## src/rtl/periodic_framer_sched_pkg.sv

```systemverilog
// Shared definitions for the periodic framer burst scheduler: state
// encoding, command field layout and the short-burst write decision.
package periodic_framer_sched_pkg;

   // Two-bit scheduler state encoding
   localparam logic [1:0] ST_IDLE_ENC   = 2'd0;
   localparam logic [1:0] ST_DELAY_ENC  = 2'd1;
   localparam logic [1:0] ST_CONFIG_ENC = 2'd2;

   typedef enum logic [1:0] {
      ST_IDLE   = ST_IDLE_ENC,
      ST_DELAY  = ST_DELAY_ENC,
      ST_CONFIG = ST_CONFIG_ENC
   } state_t;

   // Command word layout: {num_symbols[15:0], delay[31:0]}
   localparam int CMD_W     = 48;
   localparam int NSYM_LSB  = 32;
   localparam int NSYM_W    = 16;
   localparam int DELAY_LSB = 0;

   // A shortened burst is programmed only when the requested count is
   // non-zero and strictly below the framer's configured maximum;
   // otherwise the framer runs its full-length burst.
   function automatic logic short_write(input logic [NSYM_W-1:0] nsym,
                                        input logic [NSYM_W-1:0] nsym_max);
      return (nsym != '0) && (nsym < nsym_max);
   endfunction

endpackage

```

## src/rtl/periodic_framer_sched.sv

```systemverilog
// Burst scheduler: turns queued {num_symbols, delay} commands into a
// per-sample trigger stream for the periodic framer, marks the burst-start
// sample with tlast, and programs the framer's short symbol count in the
// cycle right after the trigger beat is accepted (framer in offset phase).
module periodic_framer_sched
   import periodic_framer_sched_pkg::*;
#(
   parameter int SR_NUMBER_SYMBOLS_SHORT = 4,
   parameter int DELAY_W                 = 32
) (
   input  logic              clk,
   input  logic              reset,
   input  logic              clear,
   input  logic [CMD_W-1:0]  cmd_tdata,
   input  logic              cmd_tvalid,
   output logic              cmd_tready,
   input  logic [15:0]       numsymbols_max,
   input  logic              free_run,
   output logic [31:0]       trig_tdata,
   output logic              trig_tlast,
   output logic              trig_tvalid,
   input  logic              trig_tready,
   output logic              fr_set_stb,
   output logic [7:0]        fr_set_addr,
   output logic [31:0]       fr_set_data,
   input  logic              fr_eof,
   output logic              busy,
   output logic [15:0]       bursts_done
);

   state_t              state_reg, state_next;
   logic [DELAY_W-1:0]  cnt_reg, cnt_next;
   logic [NSYM_W-1:0]   nsym_reg, nsym_next;
   logic [31:0]         seq_reg, seq_next;
   logic                cmd_ready_reg;
   logic                eof_d_reg;
   logic [15:0]         done_reg;
   logic                srst;

   // clear behaves exactly like reset
   assign srst = reset | clear;

   assign cmd_tready  = cmd_ready_reg;
   assign trig_tdata  = seq_reg;
   assign busy        = (state_reg != ST_IDLE);
   assign bursts_done = done_reg;

   // Next-state, counter updates and combinational stream/settings outputs
   always_comb begin
      state_next  = state_reg;
      cnt_next    = cnt_reg;
      nsym_next   = nsym_reg;
      seq_next    = seq_reg;
      trig_tvalid = 1'b0;
      trig_tlast  = 1'b0;
      fr_set_stb  = 1'b0;
      fr_set_addr = 8'd0;
      fr_set_data = 32'd0;
      case (state_reg)
         ST_IDLE: begin
            // cmd_ready_reg is low only in the cycle(s) of reset, which keeps
            // free-run beats quiet while the block is held in reset.
            trig_tvalid = free_run & cmd_ready_reg;
            if (cmd_tvalid && cmd_ready_reg) begin
               nsym_next  = cmd_tdata[NSYM_LSB +: NSYM_W];
               cnt_next   = cmd_tdata[DELAY_LSB +: DELAY_W];
               state_next = ST_DELAY;
            end
         end
         ST_DELAY: begin
            trig_tvalid = 1'b1;
            trig_tlast  = (cnt_reg == '0);
            if (trig_tready) begin
               if (cnt_reg != '0) begin
                  cnt_next = cnt_reg - DELAY_W'(1);
               end else begin
                  seq_next   = seq_reg + 32'd1;
                  state_next = ST_CONFIG;
               end
            end
         end
         ST_CONFIG: begin
            if (short_write(nsym_reg, numsymbols_max)) begin
               fr_set_stb  = 1'b1;
               fr_set_addr = 8'(SR_NUMBER_SYMBOLS_SHORT);
               fr_set_data = {16'd0, nsym_reg};
            end
            state_next = ST_IDLE;
         end
         default: begin
            state_next = ST_IDLE;
         end
      endcase
   end

   // State, counters and the registered command-ready flag
   always_ff @(posedge clk) begin
      if (srst) begin
         state_reg     <= ST_IDLE;
         cnt_reg       <= '0;
         nsym_reg      <= '0;
         seq_reg       <= '0;
         cmd_ready_reg <= 1'b0;
      end else begin
         state_reg     <= state_next;
         cnt_reg       <= cnt_next;
         nsym_reg      <= nsym_next;
         seq_reg       <= seq_next;
         cmd_ready_reg <= (state_next == ST_IDLE);
      end
   end

   // Count framer end-of-burst rising edges, independent of scheduler state
   always_ff @(posedge clk) begin
      if (srst) begin
         eof_d_reg <= 1'b0;
         done_reg  <= '0;
      end else begin
         eof_d_reg <= fr_eof;
         if (fr_eof && !eof_d_reg) begin
            done_reg <= done_reg + 16'd1;
         end
      end
   end

endmodule

```

## config.mk

```make
export PLATFORM = sky130hd
export DESIGN_NAME = periodic_framer_sched
export DESIGN_NICKNAME = d
export VERILOG_FILES = /design/src/rtl/periodic_framer_sched_pkg.sv /design/src/rtl/periodic_framer_sched.sv
export SDC_FILE = /design/constraint.sdc
export NUM_CORES = 1
export LEC_CHECK = 0
export CAP_MARGIN = 20
export CORE_MARGIN = 3
export CORE_UTILIZATION = 42
export CTS_CLUSTER_DIAMETER = 30
export DETAILED_ROUTE_END_ITERATION = 16
export DONT_BUFFER_PORTS = 1
export PLACE_DENSITY = 0.61
export SLEW_MARGIN = 20
export SYNTH_ARGS = -nofsm -noshare
export SYNTH_HDL_FRONTEND = slang
export SYNTH_SLANG_ARGS = --single-unit
```

## constraint.sdc

```tcl
create_clock -name clk -period 5.7 [get_ports clk]
set_input_delay 0.57 -clock clk [delete_from_list [all_inputs] [get_ports clk]]
set_output_delay 0.57 -clock clk [all_outputs]
set_load 0.01 [all_outputs]
```

==> impl_metrics.sql <==
INSERT INTO impl_metrics (metric_group, metric, value, unit) VALUES
('layout', 'instances_no_fill', '928', ''),
('cts', 'clkSlewWorstSetupHoldPaths', '0.07', 'ns'),
('layout', 'layout_commonest_cell', 'dfxtp_1', ''),
('sta', 'worst_pin_slew', '1.060', 'ns'),
('sta', 'setup_viol_count_final', '0', ''),
('synthesis', 'muxShareOfSynthArea', '0.3356', '%'),
('grt', 'grt_start_max_net_pins', '73', ''),
('synthesis', 'cell_taking_the_most_area_after_synthesis', 'dfxtp_1', ''),
('synthesis', 'synthesis_stage_register_bit_count', '100', ''),
('min_path', 'worst_hold_startpoint', 'fr_eof', ''),
('sta', 'worst_slew_margin_rel', '29.19', '%'),
('cts', 'cts.path.max_buffers', '2', ''),
('sta', 'final.setup_skew', '0.006492', 'ns'),
('layout', 'nFillCells', '1401', ''),
('route', 'drtAntennaViolNets', '0', ''),
('synthesis', 'synth_enable_flop_cells', '0', ''),
('critical_path', 'critPathRequiredTime', '5.13', 'ns'),
('route', 'initialDrtViolationCount', '386', ''),
('grt', 'wire_length_of_the_first_global_routing_pass', '26640', 'um'),
('route', 'mean_number_of_vias_per_cell', '6.043', ''),
('cts', 'cts_inserted_buffers', '9', ''),
('route', 'route.met2.wl', '7624', 'um'),
('layout', 'register_area', '2002', 'um^2'),
('critical_path', 'worstPathArrival', '2.46', 'ns'),
('route', 'top_layer', 'met4', ''),
('grt', 'grt_remaining_overflow', '0', ''),
('critical_path', 'worst_setup_path_end_kind', 'output port', ''),
('critical_path', 'r2r_start', 'state_reg[1]', ''),
('floorplan', 'initial_core_util', '43.99', '%'),
('critical_path', 'setup.reg_to_reg.worst_slack', '2.68', 'ns'),
('floorplan', 'core_region_area', '13560', 'um^2'),
('synthesis', 'yosys.area_share.simple', '29.68', '%'),
('cts', 'cts_repair_resize_count', '0', ''),
('sta', 'period_share', '53.17', '%'),
('synthesis', 'mappedNetlistArea', '5964', 'um^2'),
('power', 'power_leakage', '2.180', 'nW'),
('layout', 'layout_common_cells', 'dfxtp_1, nand2_1, a21oi_1, nor2_1, inv_1', ''),
('sta', 'final_hold_slack', '0.3363', 'ns'),
('sta', 'period_needed', '3.031', 'ns'),
('synthesis', 'number_of_warnings_reported_in_the_yosys_synthesis_log', '0', ''),
('route', 'drtPass1Iterations', '4', ''),
('route', 'vias', '5608', ''),
('critical_path', 'critical-path-max-stage-delay', '0.42', 'ns'),
('synthesis', 'post_synthesis_instance_total', '777', ''),
('sta', 'timing.final.ws_setup', '2.669', 'ns'),
('cts', 'ctsHtreeMaxLevel', '3', ''),
('synthesis', 'fraction_of_post_synthesis_cell_area_in_the_top_cell_type_by_area', '33.56', '%'),
('min_path', 'timing.hold.worst.class', 'in -> reg', ''),
('grt', 'gr-usage-all-layers', '20.23', '%'),
('synthesis', 'synth_xor_area_share', '3.231', '%'),
('placed_design', 'finalWeightedCongestion', '0.9427', ''),
('job', 'cap_viol_max_count', '0', ''),
('route', 'detailroute.wirelength.met3', '1221', 'um'),
('critical_path', 'start_kind', 'flop', ''),
('floorplan', 'placementRows', '42', ''),
('placed_design', 'place_inst', '912', ''),
('synthesis', 'mean_cell_area_of_the_mapped_netlist', '7.676', 'um^2'),
('synthesis', 'synth_flop_cell', 'dfxtp_1', ''),
('outcome', 'run_status', 'finished, final reports clean', ''),
('min_path', 'timing.hold.worst_endpoint', 'eof_d_reg', ''),
('grt', 'grt_pass1_vias', '5161', ''),
('synthesis', 'synthArstFlopShare', '0', '%'),
('synthesis', 'synth-compound-area-share', '20.77', '%'),
('placed_design', 'placement.cell_area', '5984', 'um^2'),
('layout', 'final_design_area_no_fill', '6262', 'um^2'),
('power', 'ir_drop', '0.1278', 'mV'),
('synthesis', 'post_synth_fa_ha_maj_area_fraction', '3.776', '%'),
('synthesis', 'synthTopCellsByArea', 'dfxtp_1, a21oi_1, nand2_1', ''),
('floorplan', 'full_die_area', '15670', 'um^2'),
('synthesis', 'synth_top_family_by_area', 'simple AND/OR/NAND/NOR gates', ''),
('sta', 'fmaxAchievable', '0.3300', 'GHz');
==> power breakdown <==
group | switching [W] | total (W) | internal [W] | leakage [nW]
Clock | 0.000275 | 0.000571 | 0.000296 | 0.129
Combinational | 0.000126 | 0.000184 | 0.0000578 | 1.24
Sequential | 0.0000108 | 0.000716 | 0.000706 | 0.807
==> cells in the mapped netlist, types with 18 or more instances <==
library cell / count
nor3_1: 24
buf_4: 24
ha_1: 18
nand3_1: 20
or3_1: 21
nor2_1: 43
clkbuf_1: 40
dfxtp_1: 100
o21ai_0: 30
inv_1: 40
nor4_1: 32
or4_1: 23
nand4_1: 18
a21oi_1: 87
nand2_1: 97
==> cells by family after synthesis <==
family                     Yosys count
and+or+nand+nor                    325
AOI/OAI and AO/OA                  199
buffers and inverters              110
DFF                                100
xor gates and xnor gates            22
adders and majority gates           18
muxes                                2
other                                1
==> final cells by class <==
cell class	count	area share [%]
clock inverter	5	0.6194
multi-input combinational	589	56.88
tap	176	3.516
clock buffer	10	3.656
inverter	40	2.398
sequential	100	31.97
timing repair buffer	8	0.9590
==> stage by stage <==
stage                     utilization [%]  total power [W]
after detailed placement            44.14        0.0009147
after floorplan                         -        0.0008804
final                               46.19         0.001472
after CTS                           46.11         0.001492
after global placement              44.14        0.0009099
after global routing                46.19         0.001546
==> how the worst max path moves through the flow <==
stage | slack, ns | to | startpoint | depth (start not counted)
after floorplan | 2.86 | fr_set_addr[2] | numsymbols_max[1] | 8
after global placement | 2.80 | trig_tdata[26] | state_reg[1] | 6
after detailed placement | 2.68 | trig_tdata[26] | state_reg[1] | 6
after CTS | 2.63 | fr_set_data[8] | nsym_reg[13] | 6
after global routing | 2.32 | trig_tdata[26] | state_reg[1] | 6
final | 2.67 | fr_set_data[8] | nsym_reg[13] | 7
==> layer usage <==
| layer | GRT usage, % | vias to the layer above |
|---|---|---|
| met2 | 32.84 | 177 |
| met4 | 5.676 | 0 |
| met1 | 26.42 | 2667 |
| li1 | - | 2752 |
| met3 | 5.757 | 12 |
| met5 | 0 | - |
==> worst max-delay path: cells and delay by family, from the launching register on <==
kind,cells,cell delay [ns]
flip-flops,1,0.40
AND/OR/NAND/NOR,1,0.06
AO/OA/AOI/OAI,4,1.08
adder cells (fa/ha/maj),1,0.28
buffers and inverters,1,0.29
Note: power is estimated with default switching activity, not from simulation.
